**config.mk**
```make
export PLATFORM = sky130hd
export DESIGN_NAME = led_pattern_sequencer
export DESIGN_NICKNAME = d
export VERILOG_FILES = /design/src/rtl/led_pattern_sequencer.sv
export SDC_FILE = /design/constraint.sdc
export NUM_CORES = 1
export LEC_CHECK = 0
export CAP_MARGIN = 5
export CORE_ASPECT_RATIO = 1.2
export CORE_MARGIN = 4
export CORE_UTILIZATION = 54
export DETAILED_ROUTE_END_ITERATION = 6
export PLACE_DENSITY = 0.78
export RECOVER_POWER = 25
export SYNTH_ARGS = -nofsm -noshare
export SYNTH_HDL_FRONTEND = slang
export SYNTH_SLANG_ARGS = --single-unit
```
**constraint.sdc**
```tcl
create_clock -name clk -period 2.6 [get_ports clk]
set_input_delay 0.52 -clock clk [delete_from_list [all_inputs] [get_ports clk]]
set_output_delay 0.52 -clock clk [all_outputs]
set_load 0.1 [all_outputs]
```
**src/rtl/led_pattern_sequencer.sv**
```systemverilog
// led_pattern_sequencer
//   Step-tick prescaler plus one-of-N position sequencer driving an LED bank.
//   Patterns: rotate-left, rotate-right, ping-pong, fill-bar.
//   Optional build macro LED_PWM_EN adds a duty input and a free-running
//   4-bit PWM counter that gates the LED drive (pos/step_pulse unaffected).
//
//   Ping-pong direction state:
//   state    | meaning
//   ---------+-----------------------------------------------
//   DIR_UP   | ping-pong walks toward N_LED-1
//   DIR_DOWN | ping-pong walks toward 0
//   (direction only changes while ping-pong is the active mode)

module led_pattern_sequencer #(
    parameter int N_LED    = 8,
    parameter int STEP_DIV = 600,
    parameter int POS_W    = $clog2(N_LED)
) (
    input  logic             clk,
    input  logic             rst_n,
    input  logic             en,
    input  logic [1:0]       mode,
`ifdef LED_PWM_EN
    input  logic [3:0]       duty,
`endif
    output logic [N_LED-1:0] led_select,
    output logic             step_pulse,
    output logic [POS_W-1:0] pos
);

    localparam int               PS_W     = $clog2(STEP_DIV);
    localparam logic [PS_W-1:0]  PS_LAST  = PS_W'(STEP_DIV - 1);
    localparam logic [PS_W-1:0]  PS_ONE   = PS_W'(1);
    localparam logic [POS_W-1:0] POS_LAST = POS_W'(N_LED - 1);
    localparam logic [POS_W-1:0] POS_ONE  = POS_W'(1);
    localparam logic [N_LED-1:0] LED_ONE  = N_LED'(1);

    typedef enum logic [1:0] {
        MODE_ROT_L = 2'b00,
        MODE_ROT_R = 2'b01,
        MODE_PING  = 2'b10,
        MODE_FILL  = 2'b11
    } mode_t;

    typedef enum logic {
        DIR_UP   = 1'b0,
        DIR_DOWN = 1'b1
    } dir_t;

    logic [PS_W-1:0]  prescaler;
    logic             tick;
    mode_t            mode_cur;
    dir_t             dir, dir_nxt, dir_eff;
    logic [POS_W-1:0] pos_nxt;
    logic [N_LED-1:0] pattern, pattern_nxt;
    logic [N_LED-1:0] onehot_nxt, fill_nxt;

    assign tick     = en && (prescaler == PS_LAST);
    assign mode_cur = mode_t'(mode);

    // Prescaler: counts while enabled, holds when frozen, wraps on tick.
    always_ff @(posedge clk or negedge rst_n) begin
        if (!rst_n) begin
            prescaler <= '0;
        end else if (tick) begin
            prescaler <= '0;
        end else if (en) begin
            prescaler <= prescaler + PS_ONE;
        end
    end

    // Next position and direction, evaluated only on a tick.
    always_comb begin
        pos_nxt = pos;
        dir_nxt = dir;
        dir_eff = dir;
        if (tick) begin
            case (mode_cur)
                MODE_ROT_L, MODE_FILL: begin
                    pos_nxt = (pos >= POS_LAST) ? '0 : pos + POS_ONE;
                end
                MODE_ROT_R: begin
                    pos_nxt = (pos == '0) ? POS_LAST : pos - POS_ONE;
                end
                MODE_PING: begin
                    // Flip first if pointing out of range, so pos never escapes.
                    if (dir == DIR_UP && pos >= POS_LAST) begin
                        dir_eff = DIR_DOWN;
                    end else if (dir == DIR_DOWN && pos == '0) begin
                        dir_eff = DIR_UP;
                    end
                    pos_nxt = (dir_eff == DIR_UP) ? pos + POS_ONE : pos - POS_ONE;
                    dir_nxt = dir_eff;
                    if (pos_nxt == POS_LAST) begin
                        dir_nxt = DIR_DOWN;
                    end else if (pos_nxt == '0) begin
                        dir_nxt = DIR_UP;
                    end
                end
                default: begin
                    pos_nxt = pos;
                end
            endcase
        end
    end

    // Pattern decode of the next position; only loaded on a tick.
    always_comb begin
        onehot_nxt = '0;
        fill_nxt   = '0;
        for (int i = 0; i < N_LED; i++) begin
            onehot_nxt[i] = (pos_nxt == POS_W'(i));
            fill_nxt[i]   = (POS_W'(i) <= pos_nxt);
        end
        pattern_nxt = pattern;
        if (tick) begin
            pattern_nxt = (mode_cur == MODE_FILL) ? fill_nxt : onehot_nxt;
        end
    end

    // Sequencer state register: position, direction, pattern, step pulse.
    always_ff @(posedge clk or negedge rst_n) begin
        if (!rst_n) begin
            pos        <= '0;
            dir        <= DIR_UP;
            pattern    <= LED_ONE;
            step_pulse <= 1'b0;
        end else begin
            pos        <= pos_nxt;
            dir        <= dir_nxt;
            pattern    <= pattern_nxt;
            step_pulse <= tick;
        end
    end

`ifdef LED_PWM_EN
    logic [3:0] pwm_cnt;
    logic       pwm_on;

    assign pwm_on = (pwm_cnt < duty);

    // Free-running PWM counter, independent of en.
    always_ff @(posedge clk or negedge rst_n) begin
        if (!rst_n) begin
            pwm_cnt <= '0;
        end else begin
            pwm_cnt <= pwm_cnt + 4'd1;
        end
    end

    // Gated LED drive; pattern changes land on the same edge as step_pulse.
    always_ff @(posedge clk or negedge rst_n) begin
        if (!rst_n) begin
            led_select <= '0;
        end else begin
            led_select <= pattern_nxt & {N_LED{pwm_on}};
        end
    end
`else
    assign led_select = pattern;
`endif

endmodule

```
# After elaboration in Yosys (flattened, before gate mapping)
# Index checks and enable logic that the tools add are counted.
# op_classes
n_bitwise,1
eq_ne,12
muxes,14
n_lt_le_gt_ge,9
n_reduce_logical,10
shift,0
n_div,0
n_mul,0
n_addsub,3
# op_table
cell,n
2-to-1 mux 10 bit,2
== test 3 bit (second input constant),5
less-or-equal comparator 3 bit (first input constant),4
2-to-1 mux 3 bit,4
adder 10 x 1 -> 10 bit (second input constant),1
== test 10 bit (second input constant),1
logical NOT 3 bit,3
case mux 3 bit (3 select lines),1
2-to-1 mux 8 bit,1
== test 3 x 2 -> 1 bit (second input constant),2
less-or-equal comparator 1 x 3 -> 1 bit (first input constant),2
less-or-equal comparator 2 x 3 -> 1 bit (first input constant),2
2-to-1 mux 1 bit,6
== test 2 bit (second input constant),2
adder 3 x 1 -> 3 bit (second input constant),1
== test 3 x 1 -> 1 bit (second input constant),1
>= comparator 3 bit (second input constant),1
logical AND 1 bit,3
subtractor 3 x 1 -> 3 bit (second input constant),1
== test 2 x 1 -> 1 bit (second input constant),1
logical NOT 2 bit,1
AND reduction 2 bit,1
nonzero test 2 bit,1
OR reduction 2 bit,1
NOT 1 bit,1
# totals
latchBits,0
output_inout_bits,12
mem_bits_ro,0
register_bits,23
elab_cells,54
memories,0
mem_bits_rw,0
inputBits,5

# Logic depth before layout (Yosys ltp)
# Gate-level depths: netlist (run 1).
# logic_depth
depth_word,11
mapped_depth,9

# Worst setup path after synthesis (run 1)
# No wires, ideal clock.
# synth_timing
path_type,register to register
startpoint,register pos[0]
endpoint,register pattern[4] (netlist: led_select[4])
setup_slack_ns,-0.279
arrival_ns,2.757
path_stages_with_launch,10
n_path_buf,0
path_cell_list,dfrtp_1 -> inv_1 -> ha_1 -> and2b_1 -> nor3_1 -> o32a_1 -> a211oi_2 -> a21o_4 -> o21bai_2 -> a22o_1
# synth_via
elab_chain_cells,11
elab_cells_between_ends,18
# synth_rtl
item,line,rtl
"start, declared",28,output logic [POS_W-1:0] pos
"start signal, assigned",129,pos <= pos_nxt;
branches (longest 7 deep; another with >= comparator 3 bit),n/a,
case mux 3 bit (3 select lines) (*),78,case (mode_cur)
2-to-1 mux 3 bit (*),77,if (tick) begin
named net pos_nxt[1],54,logic [POS_W-1:0] pos_nxt;
less-or-equal comparator 3 bit or == test 3 bit (tied branches),"113, 112",
2-to-1 mux 8 bit (*),117,pattern_nxt = (mode_cur == MODE_FILL) ? fill_nxt : onehot_nxt;
"end signal, assigned",131,pattern <= pattern_nxt;
"end, declared",55,"logic [N_LED-1:0] pattern, pattern_nxt;"
# Mark *: on every way through the listed nets, which the timed path passes. The select of a mux whose other input is x is not followed.
# A chain may end at the register's enable or synchronous reset.

# Worst setup path in the final report (run 1)
# layout_timing
startpoint,register pos[0]
endpoint,register pattern[2] (netlist: led_select[2])
# layout_via
elab_chain_cells,11
elab_cells_between_ends,18
# layout_rtl
item,line
branches (longest 8 deep; another with >= comparator 3 bit),n/a
2-to-1 mux 3 bit (*),77
less-or-equal comparator 2 x 3 -> 1 bit or == test 3 x 2 -> 1 bit (tied branches),"113, 112"
2-to-1 mux 8 bit (*),117
# Mark *: on every way between the ends. The select of a mux whose other input is x is not followed.

==> flow_metrics.py, run 1 <==
metrics = {
    "timing": {
        "period_minus_slack_ns": 2.42,
        "fin_skew_ns": 0.00553,
        "finalSetupTns_ns": 0,
        "max_slew_margin": 0.171,
        "fin_ws_ns": 0.178,
        "maxSlewViolCount": 0,
        "rsz0062_at_grt": "no",
        "tightest_slew_ns": 1.24,
        "max_freq_mhz": 413,
        "fin_crit_sh": 0.932,
        "setup_violations": 0,
        "finalHoldViolations": 0,
    },
    "critical_path": {
        "crit_top_cell": "ha_1",
        "cpLargestDelayFamily": "compound AO/OA/AOI/OAI gates",
        "slowest_delay_ns": 0.49,
        "critPathRequiredTime_ns": 2.81,
        "cp.arrival_ns": 2.63,
        "crit_path_end_kind": "flop",
        "slowest_stage": "dfrtp_2",
        "path_class": "flop to flop",
        "critPathMaxFanout": 9,
        "start_kind": "flop",
        "crit_chain": "ha_1, ha_1, and2b_4, o311ai_1, a31oi_2, or3_1, a21oi_1, o21ai_1",
        "crit_buf_inv": 0,
    },
    "global_routing": {
        "gr-usage-all-layers": 0.191,
        "first_global_vias": 1145,
        "grt-ovfl-total": 0,
        "grt_max_degree": 24,
        "antenna_found_initial": 0,
        "grt_pass1_wl_um": 4950,
    },
    "logic_synthesis": {
        "synth.most_common_cell": "dfrtp_1",
        "synth_area_mm2": 0.00136,
        "synth_top_area_share": 0.404,
        "ys_ff_latch": 23,
        "synthTopCellsByArea": "dfrtp_1, ha_1, nand2_1",
        "yosysSeqAreaShare": 0.423,
        "ys_types": 45,
        "synth_edf_count": 0,
        "synth_area_leader_cell": "dfrtp_1",
        "yosysWarnings": 0,
        "synth_nets": 157,
        "async_flop_share": 1.00,
        "synth_commonest_cells": "dfrtp_1, nand2_1, nor2_1, o21ai_1",
        "syn_inst": 144,
        "synthFlopType": "dfrtp_1",
        "synth_area_per_cell_um2": 9.47,
    },
    "finish": {
        "antenna_cells": 0,
        "drive_gt1_frac": 0.187,
        "syn_to_final_growth_pct": 15.6,
        "finalInstanceArea_mm2": 0.00158,
        "nets": 180,
    },
    "pwr": {
        "finalPower_w": 0.000750,
        "leakage_nw": 0.765,
        "powerDensity_mw_per_mm2": 476,
        "ir_worst_vdd_mv": 0.415,
    },
    "floorplan": {
        "core_mm2": 0.00235,
        "die_h_um": 63.1,
        "dieArea_mm2": 0.00340,
        "io_pins": 17,
        "start_util": 0.579,
        "die_w_um": 53.9,
        "num_rows": 19,
    },
    "drt": {
        "via_per_inst": 5.73,
        "first_pass_iters": 4,
        "ant_nets": 0,
        "vias": 1129,
        "drc": 0,
        "drt-initial-drc-count": 27,
        "drt-total-wl_um": 2850,
        "wl_per_cell_um": 14.4,
    },
    "place": {
        "dp_hpwl_um": 2140,
        "gp_congestion": 0.880,
        "dpl_cell_area_mm2": 0.00155,
        "port_buffers": 16,
        "post-place-ws_ns": -0.0396,
    },
    "clock_tree": {
        "cts_buffer_depth": 2,
        "cts-htree-levels": 1,
        "postCtsSetupRepairBufs": 0,
        "cts_tree": "yes",
        "cts-buffers-inserted": 3,
        "cts.sinks": 23,
        "clk_pin_slew_worst_paths_ns": 0.12,
        "worst_skew_pair.late_latency_ns": 0.31,
        "cts-resized-gates": 0,
        "ctsRootBufferMaster": "clkbuf_4",
        "cts_hold_buf": 0,
    },
    "worst_hold_path": {
        "worstHoldPathType": "flop to flop",
    },
    "run_status": {
        "status": "complete, no violations",
    },
    "run": {
        "drv_cap": 0,
    },
}
-- area by class of cell --
| type | instances | area (um2) |
|---|---|---|
| fillers | 191 | 777 |
| repair buffers | 21 | 164 |
| well taps | 31 | 38.8 |
| inverters | 9 | 33.8 |
| clock buffers | 4 | 26.3 |
| multi-input cells | 109 | 733 |
| flip-flops and latches | 23 | 581 |
-- worst reg2reg max path, cell delays in order, from the launching register on --
cell	delay (ns)
dfrtp_2	0.49
ha_1	0.22
ha_1	0.24
and2b_4	0.21
o311ai_1	0.30
a31oi_2	0.16
or3_1	0.45
a21oi_1	0.18
o21ai_1	0.07
-- layer usage --
layer  wire, um  GRT usage  share of wire
met3        127     0.0283          0.045
met5          0          0              0
met4         27     0.0575         0.0095
met2       1400      0.323           0.49
met1       1290      0.244           0.45
-- cells in the final DEF (no fill, tap or decap), types with 2 or more instances in the layout --
master and instances:
clkdlybuf4s50_1 3, clkbuf_1 2, clkbuf_4 3, nand2_1 19, a211oi_1 2, dfrtp_1 19, and3_1 4, a31oi_1 2
xor2_1 5, inv_1 8, o21ai_1 9, mux2i_1 3, a21oi_1 6, buf_4 16, dfrtp_2 3, xnor2_1 4
o32a_1 2, nor2_1 9, nor3_1 5, ha_1 8, nand3_1 5, o21ai_0 3
-- kinds of logic after synthesis --
family	after synthesis	synth area share
AOI/OAI and AO/OA	34	0.180
muxes	4	0.0303
DFF	23	0.423
and+or+nand+nor	54	0.196
xor gates and xnor gates	9	0.0578
buffers and inverters	12	0.0394
adders and majority gates	8	0.0734
-- path summary, 6_finish.rpt --
path                       cells after the start         start            end  slack, ns
min in group asynchronous                      2         rst_n   prescaler[1]       0.97
hold / removal                                 1  prescaler[2]   prescaler[2]       0.50
setup / recovery                               8        pos[0]  led_select[2]       0.18
setup reg to reg                               8        pos[0]  led_select[2]       0.18
hold reg to reg                                1  prescaler[2]   prescaler[2]       0.50
max in group asynchronous                      2         rst_n         pos[0]       0.81
-- flip-flops by register name (all words and copies together), names as in the netlist --
signal	flops
pos	3
dir	1
step_pulse	1
prescaler	10
led_select	8
-- metrics by stage --
stage	hold WS, ns	cells	util
after floorplan	0.224	144	-
after global placement	0.453	193	0.660
after detailed placement	0.478	193	0.660
after CTS	0.500	197	0.671
after global routing	0.519	197	0.670
final	0.500	197	0.670
-- power by group --
group          switching [W]  leakage, nW  internal, W  total [W]
Combinational      0.0000722        0.449    0.0000675   0.000140
Clock               0.000109       0.0150    0.0000599   0.000169
Sequential         0.0000408        0.302     0.000401   0.000441
Total               0.000222        0.765     0.000528   0.000750
Power figures use the tool's default switching activity.
==> run 2, diff against run 1 <==
CORE_MARGIN = 2   (was 4)
clock period = 2.3 ns   (was 2.6 ns; I/O delays follow)
==> run 2 against run 1 <==
  * The flow now finishes with violations (negative setup slack)
  * Clock power up 7%
  * First-iteration DRC count up 63%
  * Clock skew up 0.0014 ns
  * Critical path depth unchanged
  * Utilization up 9.8 points
  * Flip-flop and latch count unchanged
  * Cell area up 15%
  * Critical path type unchanged
  * Critical endpoint unchanged
  * Largest power group unchanged
  * Highest routed layer unchanged
==> flow_metrics.py, run 2 (synthesis gave the netlist of run 1 again) <==
metrics = {
    "floorplan": {
        "num_rows": 19,
        "dieArea_mm2": 0.00295,
        "die_w_um": 49.9,
        "io_pins": 17,
        "start_util": 0.579,
        "die_h_um": 59.1,
        "core_mm2": 0.00235,
    },
    "drt": {
        "via_per_inst": 5.60,
        "wl_per_cell_um": 14.6,
        "first_pass_iters": 4,
        "vias": 1199,
        "ant_nets": 0,
        "drc": 0,
        "drt-total-wl_um": 3130,
        "drt-initial-drc-count": 44,
    },
    "place": {
        "gp_congestion": 0.869,
        "dp_hpwl_um": 2280,
        "port_buffers": 16,
        "place_inst": 207,
        "dpl_cell_area_mm2": 0.00172,
    },
    "finish": {
        "reg.largest.list": "prescaler x10, led_select x8, pos x3",
        "nFillCells": 155,
        "antenna_cells": 0,
        "largest_reg_flops": 10,
        "instances_no_fill": 214,
        "mostFrequentLayoutCell": "buf_4",
        "nets": 197,
        "final_cell_mix": "buf_4, nand2_1, dfrtp_1",
        "syn_to_final_growth_pct": 32.5,
        "final_util": 0.768,
        "drive_gt1_frac": 0.328,
        "top_register": "prescaler",
        "finalInstanceArea_mm2": 0.00181,
    },
    "timing": {
        "fin_crit_sh": 1.00,
        "whs_ns": 0.487,
        "setup_violations": 1,
        "max_freq_mhz": 435,
        "tightest_slew_ns": 1.24,
        "maxSlewViolCount": 0,
        "period_minus_slack_ns": 2.30,
        "max_slew_margin": 0.171,
        "fin_skew_ns": 0.00694,
        "finalHoldViolations": 0,
        "rsz0062_at_grt": "yes",
        "fin_ws_ns": -0.00144,
    },
    "critical_path": {
        "slowest_stage": "dfrtp_4",
        "start_kind": "flop",
        "critPathRequiredTime_ns": 2.51,
        "cp.arrival_ns": 2.51,
        "crit_buf_inv": 0,
        "worst-r2r-setup-slack_ns": -0.001,
        "rr_startpoint": "pos[0]",
        "cpLargestDelayFamily": "compound AO/OA/AOI/OAI gates",
        "crit_chain": "ha_4, ha_4, and2b_4, o311ai_2, a31oi_4, or3_4, a21oi_1, o21ai_1",
        "slowest_delay_ns": 0.56,
        "path_class": "flop to flop",
        "crit_path_end_kind": "flop",
        "rr_endpoint": "led_select[2]",
        "critPathMaxFanout": 6,
        "ff2ff_path_depth": 8,
        "crit_top_cell": "ha_4",
    },
    "global_routing": {
        "gr-usage-all-layers": 0.236,
        "grt-ovfl-total": 0,
        "first_global_vias": 1230,
        "grt_pass1_wl_um": 5420,
        "grt_max_degree": 24,
        "antenna_found_initial": 0,
    },
    "clock_tree": {
        "cts.sinks": 23,
        "clk_pin_slew_worst_paths_ns": 0.12,
        "cts-htree-levels": 1,
        "cts-buffers-inserted": 3,
        "cts_hold_buf": 0,
        "cts_buffer_depth": 2,
        "worst_skew_pair.late_latency_ns": 0.30,
        "cts_tree": "yes",
        "ctsRootBufferMaster": "clkbuf_4",
    },
    "pwr": {
        "finalPower_w": 0.000863,
        "leakage_nw": 0.851,
        "ir_worst_vdd_mv": 0.541,
        "powerDensity_mw_per_mm2": 478,
    },
    "worst_hold_path": {
        "hold_depth": 2,
        "hp-start": "led_select[0]",
        "worst_hold_path.endpoint": "led_select[0]",
        "worstHoldPathType": "flop to flop",
    },
    "run_status": {
        "violations": "negative setup slack",
        "status": "complete, but fails checks",
    },
    "run": {
        "drv_cap": 0,
    },
}
## run 2: through the flow
stage / setup TNS, ns / worst slack (ns)
floorplan: 0 / 0.00824
global placement: -1.29 / -0.189
detailed placement: -2.09 / -0.297
CTS: 0 / 0.00453
global route: -0.461 / -0.105
finish: -0.00144 / -0.00144
## run 2: timing repair
item	CTS	global route
endpoints found under the setup margin	0	9
gates resized for setup	0	8
buffers inserted	0	3
## run 2: cell type report
| cell class | instances | area [um2] | share of cell area |
|---|---|---|---|
| clock buffers | 4 | 26.3 | 0.0145 |
| inverters | 9 | 36.3 | 0.0201 |
| multi-input cells | 109 | 828 | 0.458 |
| flip-flops and latches | 23 | 586 | 0.324 |
| well taps | 31 | 38.8 | 0.0215 |
| repair buffers | 38 | 292 | 0.161 |
## run 2: worst max path at each step
stage	slack [ns]	cells past startpoint	startpoint	endpoint
2_1_floorplan	0.008	9	pos[1]	led_select[4]
3_3_place_gp	-0.19	10	mode[0]	led_select[1]
3_5_place_dp	-0.30	11	mode[0]	led_select[0]
4_1_cts	0.005	11	mode[0]	led_select[0]
5_1_grt	-0.10	10	pos[1]	led_select[0]
6_report	-0.001	8	pos[0]	led_select[2]
## run 2: tightest hold or removal path, stage by stage, from the launching register on
cell and delay, ns:
dfstp_2 0.39, nand2_1 0.05, o21ai_1 0.06
## run 2: metal layers
| layer | vias up | track usage | wire length, um |
|---|---|---|---|
| met4 | 0 | 0.0794 | 41 |
| met1 | 587 | 0.298 | 1360 |
| li1 | 583 | - | - |
| met3 | 8 | 0.0202 | 66 |
| met2 | 21 | 0.427 | 1660 |
| met5 | - | 0 | 0 |
## run 2: power by group
part | internal [W] | switching (W)
Clock | 0.0000676 | 0.000112
Sequential | 0.000453 | 0.0000520
Combinational | 0.0000890 | 0.0000893
Total | 0.000609 | 0.000254
